File: src/rtl/never8_pkg.sv
// Shared opcode map and sequencer state encoding for the Never8 ALU datapath.
// Imported by the controller and the ALU model.
package never8_pkg;

    localparam logic [2:0] OP_ADD = 3'b000;
    localparam logic [2:0] OP_SUB = 3'b001;
    localparam logic [2:0] OP_AND = 3'b010;
    localparam logic [2:0] OP_OR  = 3'b011;
    localparam logic [2:0] OP_XOR = 3'b100;
    localparam logic [2:0] OP_SHR = 3'b101;
    localparam logic [2:0] OP_LDI = 3'b110;
    localparam logic [2:0] OP_SYS = 3'b111;

    localparam logic [4:0] HALT_IMM = 5'h1F;

    typedef enum logic [1:0] {
        IDLE = 2'd0,
        EXEC = 2'd1,
        WB   = 2'd2
    } state_t;

endpackage

File: src/rtl/alu_seq_ctrl.sv
// Sequences Never8 instructions through the ALU and writes acc/zf/cf back.
// Latency: accept to done is EXEC_CYCLES+1 for ALU ops, 1 for LDI/NOP/HALT.
// Backpressure: instr_ready is low outside IDLE, while halted, and during reset.
module alu_seq_ctrl
    import never8_pkg::*;
#(
    parameter logic [7:0] ACC_RESET   = 8'h00,
    parameter int         EXEC_CYCLES = 1
) (
    input  logic       clk,
    input  logic       rst,
    input  logic       instr_valid,
    input  logic [7:0] instr,
    output logic       instr_ready,
    output logic [2:0] alu_opcode,
    output logic [4:0] alu_a,
    output logic [7:0] alu_b,
    input  logic [7:0] alu_result,
    input  logic       alu_zflag,
    input  logic       alu_c,
    output logic [7:0] acc,
    output logic       zf,
    output logic       cf,
    output logic       done,
    output logic       halted
);

    localparam logic [3:0] CNT_LAST = 4'(EXEC_CYCLES - 1);

    state_t     state;
    state_t     state_nxt;
    logic [7:0] ir;
    logic [3:0] cnt;
    logic       accept;
    logic       is_alu_op;
    logic       exec_last;

    assign accept    = instr_valid && instr_ready;
    assign is_alu_op = (instr[7:5] != OP_LDI) && (instr[7:5] != OP_SYS);
    assign exec_last = (state == EXEC) && (cnt == CNT_LAST);

    always_ff @(posedge clk or posedge rst) begin
        if (rst) begin
            state <= IDLE;
        end else begin
            state <= state_nxt;
        end
    end

    always_comb begin
        state_nxt   = state;
        instr_ready = 1'b0;
        done        = 1'b0;
        case (state)
            IDLE: begin
                instr_ready = !halted && !rst;
                if (accept) begin
                    state_nxt = is_alu_op ? EXEC : WB;
                end
            end
            EXEC: begin
                if (exec_last) begin
                    state_nxt = WB;
                end
            end
            WB: begin
                done      = 1'b1;
                state_nxt = IDLE;
            end
            default: state_nxt = IDLE;
        endcase
    end

    // Non-ALU instructions take effect on the accept edge so acc is settled while done is high.
    always_ff @(posedge clk or posedge rst) begin
        if (rst) begin
            ir     <= 8'h00;
            cnt    <= 4'd0;
            acc    <= ACC_RESET;
            zf     <= 1'b0;
            cf     <= 1'b0;
            halted <= 1'b0;
        end else begin
            if (accept) begin
                ir  <= instr;
                cnt <= 4'd0;
                if (instr[7:5] == OP_LDI) begin
                    acc <= {3'b000, instr[4:0]};
                    zf  <= (instr[4:0] == 5'd0);
                end
                if (instr == {OP_SYS, HALT_IMM}) begin
                    halted <= 1'b1;
                end
            end
            if (state == EXEC) begin
                if (exec_last) begin
                    acc <= alu_result;
                    zf  <= alu_zflag;
                    cf  <= alu_c;
                    cnt <= 4'd0;
                end else begin
                    cnt <= cnt + 4'd1;
                end
            end
        end
    end

    assign alu_opcode = ir[7:5];
    assign alu_a      = ir[4:0];
    assign alu_b      = acc;

endmodule

File: config.mk
export PLATFORM = sky130hd
export DESIGN_NAME = alu_seq_ctrl
export DESIGN_NICKNAME = d
export VERILOG_FILES = /design/src/rtl/never8_pkg.sv /design/src/rtl/alu_seq_ctrl.sv
export SDC_FILE = /design/constraint.sdc
export NUM_CORES = 1
export LEC_CHECK = 0
export ABC_AREA = 1
export BUFFER_PORTS_ARGS = -buffer_cell sky130_fd_sc_hd__clkbuf_2
export CAP_MARGIN = 10
export CORE_UTILIZATION = 48
export DETAILED_ROUTE_END_ITERATION = 10
export PLACE_DENSITY = 0.76
export SLEW_MARGIN = 20
export SYNTH_ARGS = -nofsm -noshare
export SYNTH_HDL_FRONTEND = slang
export SYNTH_SLANG_ARGS = --single-unit
File: constraint.sdc
create_clock -name clk -period 1.9 [get_ports clk]
set_clock_uncertainty 0.2 [all_clocks]
set_input_delay 0.19 -clock clk [delete_from_list [all_inputs] [get_ports clk]]
set_output_delay 0.19 -clock clk [all_outputs]
set_load 0.1 [all_outputs]
==> flow_summary_export.csv, run 1 <==
group,metric,value,unit
clock_tree,htreeDepth,1,
power,p_int,0.0009246,W
logic_synthesis,ys_seq_area_frac,0.4748,
sta,rsz0062_at_grt,"no",
sta,period_needed,1.826,ns
logic_synthesis,netlist_area,1318,µm²
flow_run,maxCapViolations,0,
cells_and_area,final_area,1748,µm²
critical_path,worst-path-stages,3,
critical_path,critical-path-slowest-cell,"dfrtp_1",
critical_path,crit_arrival,1.44,ns
logic_synthesis,synth_top_area_cell,"dfrtp_1",
clock_tree,numCtsBuffers,3,
cells_and_area,syn_to_final_growth,32.67,%
detailed_routing,wl_per_cell,12.71,µm
power,power.leakage,0.9938,nW
critical_path,regToRegStartpoint,"cnt[0]$_DFFE_PP0P_",
global_routing,grt_pass1_wl,4830,µm
cells_and_area,antenna_cells,0,
clock_tree,cts_sinks,25,
place,place_ws,0.2755,ns
critical_path,cp_data_required_time,1.51,ns
floorplanning,ios,50,
logic_synthesis,synth_edf_count,0,
detailed_routing,drt_iter0_markers,22,
detailed_routing,post_drt_via_cell_ratio,5.008,
power,power.clock.fraction,0.096,
sta,setup_violations,0,
logic_synthesis,synth_fp_nets,181,
logic_synthesis,ys_ff_latch,25,
floorplanning,fp.dieW,54.39,µm
worst_hold_path,hold_depth,3,
critical_path,path_buf_inv,2,
clock_tree,cts_buffer_depth,2,
power,switching_share,0.6257,
critical_path,path_cells,"inv_1 -> nor2_2 -> clkbuf_2",
global_routing,grt_use_total,0.2347,
clock_tree,clkLatencyLatePin,0.32,ns
critical_path,r2r_end,"acc[6]$_DFF_PP0_",
logic_synthesis,synth_area_leaders,"dfrtp_1, nand2_1, inv_1",
cells_and_area,finish.utilization,0.6868,
critical_path,critPathMaxFanout,3,
cells_and_area,layout.nets,243,
global_routing,grt_pass1_vias,1122,
logic_synthesis,async_flop_share,1.000,
critical_path,cp-end-kind,"output pin",
floorplanning,die_area,2958,µm²
logic_synthesis,synth_ff_type,"dfrtp_1",
power,pwr-share-comb,0.620,
place,globalplace.congestion,0.9075,
clock_tree,cts-root-buf,"clkbuf_4",
power,power.total,0.002470,W
worst_hold_path,hold_start,"instr[4]",
floorplanning,start_util,0.5177,
sta,slew_headroom,0.6344,
power,p_switching,0.001546,W
clock_tree,cts_post_setup_buffers_inserted,0,
power,p_per_area,1413,nW/µm²
critical_path,crit_type,"flip-flop to output pin",
floorplanning,die_h,54.39,µm
power,seqPwrFrac,0.284,
sta,layout_setup_ws,0.07396,ns
detailed_routing,dr.pass1.iters,5,
worst_hold_path,hold_class,"input port to flip-flop",
sta,drv_slew,0,
logic_synthesis,ys_warn_count,0,
detailed_routing,vias,1247,
cells_and_area,drive_gt1_frac,0.3059,
sta,max_slew.worst_pin.slew,0.5507,ns
sta,hold_viol_final,0,
place,dp_hpwl,2115,µm
power,ir_drop,1.596,mV
floorplanning,core,2545,µm²
logic_synthesis,yosysMostFrequentCell,"nand2_1",
clock_tree,cts_tree,"built",
detailed_routing,totalWireLength,3165,µm
critical_path,start_kind,"flip-flop",
logic_synthesis,synth_commonest_cells,"nand2_1, dfrtp_1, inv_1",
logic_synthesis,avgSynthCellArea,8.339,µm²
critical_path,ff2ff_path_depth,6,
global_routing,grt_start_max_net_pins,26,
sta,period_share,0.9611,
clock_tree,cts.clk_slew.worst_paths,0.13,ns
global_routing,antenna_found_initial,0,
worst_hold_path,min_to,"ir[4]$_DFFE_PP0N_",
critical_path,cpPeakStageDelay,0.50,ns
outcome,status,"finished clean",
detailed_routing,ant_nets,0,
place,placed_area,1539,µm²
logic_synthesis,synth_top_area_share,0.4748,
global_routing,overflow,0,
logic_synthesis,syn-instance-count,158,
sta,clock.fmax,0.5476,GHz
logic_synthesis,yosysUniqueCellTypes,24,
critical_path,crit_family,"buffers and inverters",
floorplanning,num_rows,18,
critical_path,reg2reg_setup_slack,0.23,ns
place,io_buffers,49,
detailed_routing,drcViolationCount,0,
registers in the layout, summed over array words and instances, names as in the netlist:
name and count:
halted 1, cf 1, cnt 4, ir 8, zf 1, state 2, acc 8
power groups by stage:
stage | clock [W] | sequential (W) | combinational (W)
finish | 0.000237 | 0.000702 | 0.00153
global route | 0.000261 | 0.000715 | 0.00159
CTS | 0.000245 | 0.000700 | 0.00153
floorplan | 0 | 0.00141 | 0.000648
global placement | 0 | 0.000702 | 0.00150
detailed placement | 0 | 0.000709 | 0.00150
worst reg2reg max path, delay by kind of cell, from the launching register on:
kind                       cells  cell delay (ns)
AOI/OAI and AO/OA              1             0.10
adders and majority gates      1             0.17
buffers and inverters          2             0.35
DFF                            1             0.45
and+or+nand+nor                2             0.31
worst max-delay path by stage:
stage | from | to
detailed placement | cnt[0]$_DFFE_PP0P_ | acc[6]$_DFF_PP0_
global placement | cnt[0]$_DFFE_PP0P_ | state[1]$_DFFE_PP0P_
finish | state[1]$_DFFE_PP0P_ | done
floorplan | halted$_DFFE_PP0P_ | instr_ready
global route | state[1]$_DFFE_PP0P_ | done
CTS | rst | instr_ready
metrics by stage:
step | hold WS [ns] | setup TNS [ns] | std cells
3_3_place_gp | 0.04661 | 0 | 227
6_report | 0.03464 | 0 | 249
2_1_floorplan | 0.01732 | -0.1749 | 158
3_5_place_dp | 0.05808 | 0 | 227
4_1_cts | 0.01892 | 0 | 249
5_1_grt | 0.05209 | 0 | 249
what timing repair did:
action / in CTS / in global routing
hold buffers: 18 / 0
endpoints found under the setup margin: 0 / 1
endpoints found under the hold margin: 42 / 0
gates resized for setup: 0 / 1
final cells by class:
class / count / area (µm²)
Fill cell: 212 / 797.0
Timing Repair Buffer: 69 / 455.4
Multi-Input combinational cell: 97 / 509.2
Sequential cell: 25 / 625.6
Clock buffer: 4 / 26.28
Inverter: 24 / 93.84
Tap cell: 30 / 37.54
cell usage in the layout (no fill, tap or decap), drive strengths merged, types with 3 or more instances in the layout:
cell type    instances
inv                 23
nand3               13
buf                  3
o21ai               13
dfrtp               25
clkbuf              52
dlygate4sd3         18
nand2               52
nor2                 7
kinds of logic after synthesis:
group | share of synthesized area
buffers and inverters | 0.1425
and+or+nand+nor | 0.2697
AOI/OAI and AO/OA | 0.08072
DFF | 0.4748
adders and majority gates | 0.01899
xor gates and xnor gates | 0.01330
metal layers:
metal / global-route usage / wire [µm]
met1: 0.2677 / 1323
met2: 0.4329 / 1678
met3: 0.06389 / 146
met4: 0.04701 / 17
met5: 0 / 0
Power figures use the tool's default switching activity.
==> run 2: changes to the inputs <==
- RECOVER_POWER: not set -> 25
==> flow_summary_export.csv, run 2 (same netlist as run 1, synthesis figures left out) <==
group,metric,value,unit
outcome,status,"finished clean",
critical_path,start_kind,"flip-flop",
power,ir_drop,1.596,mV
clock_tree,cts-root-buf,"clkbuf_4",
sta,hold_viol_final,0,
floorplanning,core,2545,µm²
sta,drv_slew,0,
power,power.clock.fraction,0.096,
detailed_routing,drcViolationCount,0,
worst_hold_path,hold_depth,3,
worst_hold_path,hold_start,"instr[4]",
cells_and_area,syn_to_final_growth,32.38,%
detailed_routing,totalWireLength,3164,µm
power,p_int,0.0009236,W
place,placed_area,1539,µm²
critical_path,reg2reg_setup_slack,0.23,ns
sta,period_needed,1.821,ns
detailed_routing,post_drt_via_cell_ratio,5.000,
worst_hold_path,hold_class,"input port to flip-flop",
clock_tree,cts_post_setup_buffers_inserted,0,
critical_path,path_cells,"inv_1 -> nor2_2 -> clkbuf_2",
global_routing,overflow,0,
power,seqPwrFrac,0.284,
global_routing,grt-busiest-layer,"met2",
cells_and_area,layout.nets,243,
power,p_per_area,1416,nW/µm²
floorplanning,die_area,2958,µm²
cells_and_area,top_regs,"acc: 8 flops, ir: 8 flops, cnt: 4 flops",
place,io_buffers,49,
critical_path,ff2ff_path_depth,6,
cells_and_area,final_common_cell,"nand2_1",
sta,setup_violations,0,
clock_tree,cts_buffer_depth,2,
sta,period_share,0.9584,
clock_tree,cts_tree,"built",
global_routing,grt_start_max_net_pins,26,
place,dp_hpwl,2115,µm
detailed_routing,dr.pass1.iters,5,
global_routing,antenna_found_initial,0,
sta,slew_headroom,0.5838,
clock_tree,cts_sinks,25,
global_routing,use_met1,0.2677,
critical_path,cp_data_required_time,1.51,ns
detailed_routing,ant_nets,0,
floorplanning,start_util,0.5177,
cells_and_area,stdcell_count,249,
power,pwr-share-comb,0.620,
cells_and_area,final_area,1744,µm²
critical_path,r2r_end,"acc[6]$_DFF_PP0_",
global_routing,grt_pass1_wl,4830,µm
critical_path,cp-end-kind,"output pin",
critical_path,critical-path-slowest-cell,"dfrtp_1",
sta,rsz0062_at_grt,"no",
clock_tree,cts.clk_slew.worst_paths,0.13,ns
floorplanning,die_h,54.39,µm
floorplanning,ios,50,
cells_and_area,finish.utilization,0.6853,
cells_and_area,antenna_cells,0,
clock_tree,clkLatencyLatePin,0.32,ns
global_routing,use_met3,0.06389,
critical_path,regToRegStartpoint,"cnt[0]$_DFFE_PP0P_",
power,power.leakage,0.9902,nW
sta,hold_slack,0.03478,ns
global_routing,grt_use_total,0.2347,
global_routing,grtUsageMet2,0.4329,
flow_run,maxCapViolations,0,
floorplanning,num_rows,18,
critical_path,crit_type,"flip-flop to output pin",
sta,setup_tns,0,ns
global_routing,grt_pass1_vias,1122,
floorplanning,fp.dieW,54.39,µm
detailed_routing,wl_per_cell,12.71,µm
critical_path,crit_arrival,1.43,ns
sta,max_slew.worst_pin.slew,0.6243,ns
detailed_routing,vias,1245,
power,p_switching,0.001545,W
cells_and_area,drive_gt1_frac,0.3014,
sta,clock.fmax,0.5492,GHz
place,dpl.cell_count,227,
worst_hold_path,min_to,"ir[4]$_DFFE_PP0N_",
critical_path,cpPeakStageDelay,0.49,ns
place,globalplace.congestion,0.9075,
detailed_routing,drt_iter0_markers,22,
cells_and_area,final_cell_mix,"nand2_1, clkbuf_2, dfrtp_1, inv_1, dlygate4sd3_1",
clock_tree,numCtsBuffers,3,
power,switching_share,0.6259,
critical_path,critPathMaxFanout,3,
clock_tree,htreeDepth,1,
[run 2: layout make-up]
class                      instances  area [µm²]
clock buffer                       4       26.28
tap                               30       37.54
sequential                        25       625.6
timing repair buffer              69       451.7
inverter                          24       93.84
fill                             214       800.8
multi-input combinational         97       509.2
[run 2: power groups by stage]
stage,Combinational (W),Sequential (W),Clock [W]
after floorplan,0.000648,0.00141,0
after global placement,0.00150,0.000702,0
after detailed placement,0.00150,0.000709,0
after CTS,0.00153,0.000700,0.000245
after global routing,0.00159,0.000715,0.000261
final,0.00153,0.000702,0.000237
[run 2: critical path: cells and delay by family, from the launching register on]
kind                   cells  cell delay, ns
buffers and inverters      2            0.53
flip-flops                 1            0.49
AND/OR/NAND/NOR            1            0.08
[run 2: worst max path at each step]
stage | from | to | cells past startpoint
after floorplan | halted$_DFFE_PP0P_ | instr_ready | 3
after global placement | cnt[0]$_DFFE_PP0P_ | state[1]$_DFFE_PP0P_ | 6
after detailed placement | cnt[0]$_DFFE_PP0P_ | acc[6]$_DFF_PP0_ | 6
after CTS | rst | instr_ready | 6
after global routing | state[1]$_DFFE_PP0P_ | done | 3
final | state[1]$_DFFE_PP0P_ | done | 3
[run 2: repair_timing]
action	CTS	global route
hold buffers	18	0
endpoints found under the hold margin	42	0
setup endpoints to repair	0	1
resized for setup	0	1
[run 2: routing by layer]
metal	up-vias	share of wire
met5	-	0
met1	592	0.42
met4	0	0.0054
met2	45	0.53
li1	606	-
met3	2	0.046
[run 2: metrics by stage]
step	setup slack [ns]	total power [W]
after floorplan	-0.1749	0.002054
after global placement	0.3878	0.002198
after detailed placement	0.2755	0.002210
after CTS	0.03011	0.002476
after global routing	0.03255	0.002565
final	0.07910	0.002469
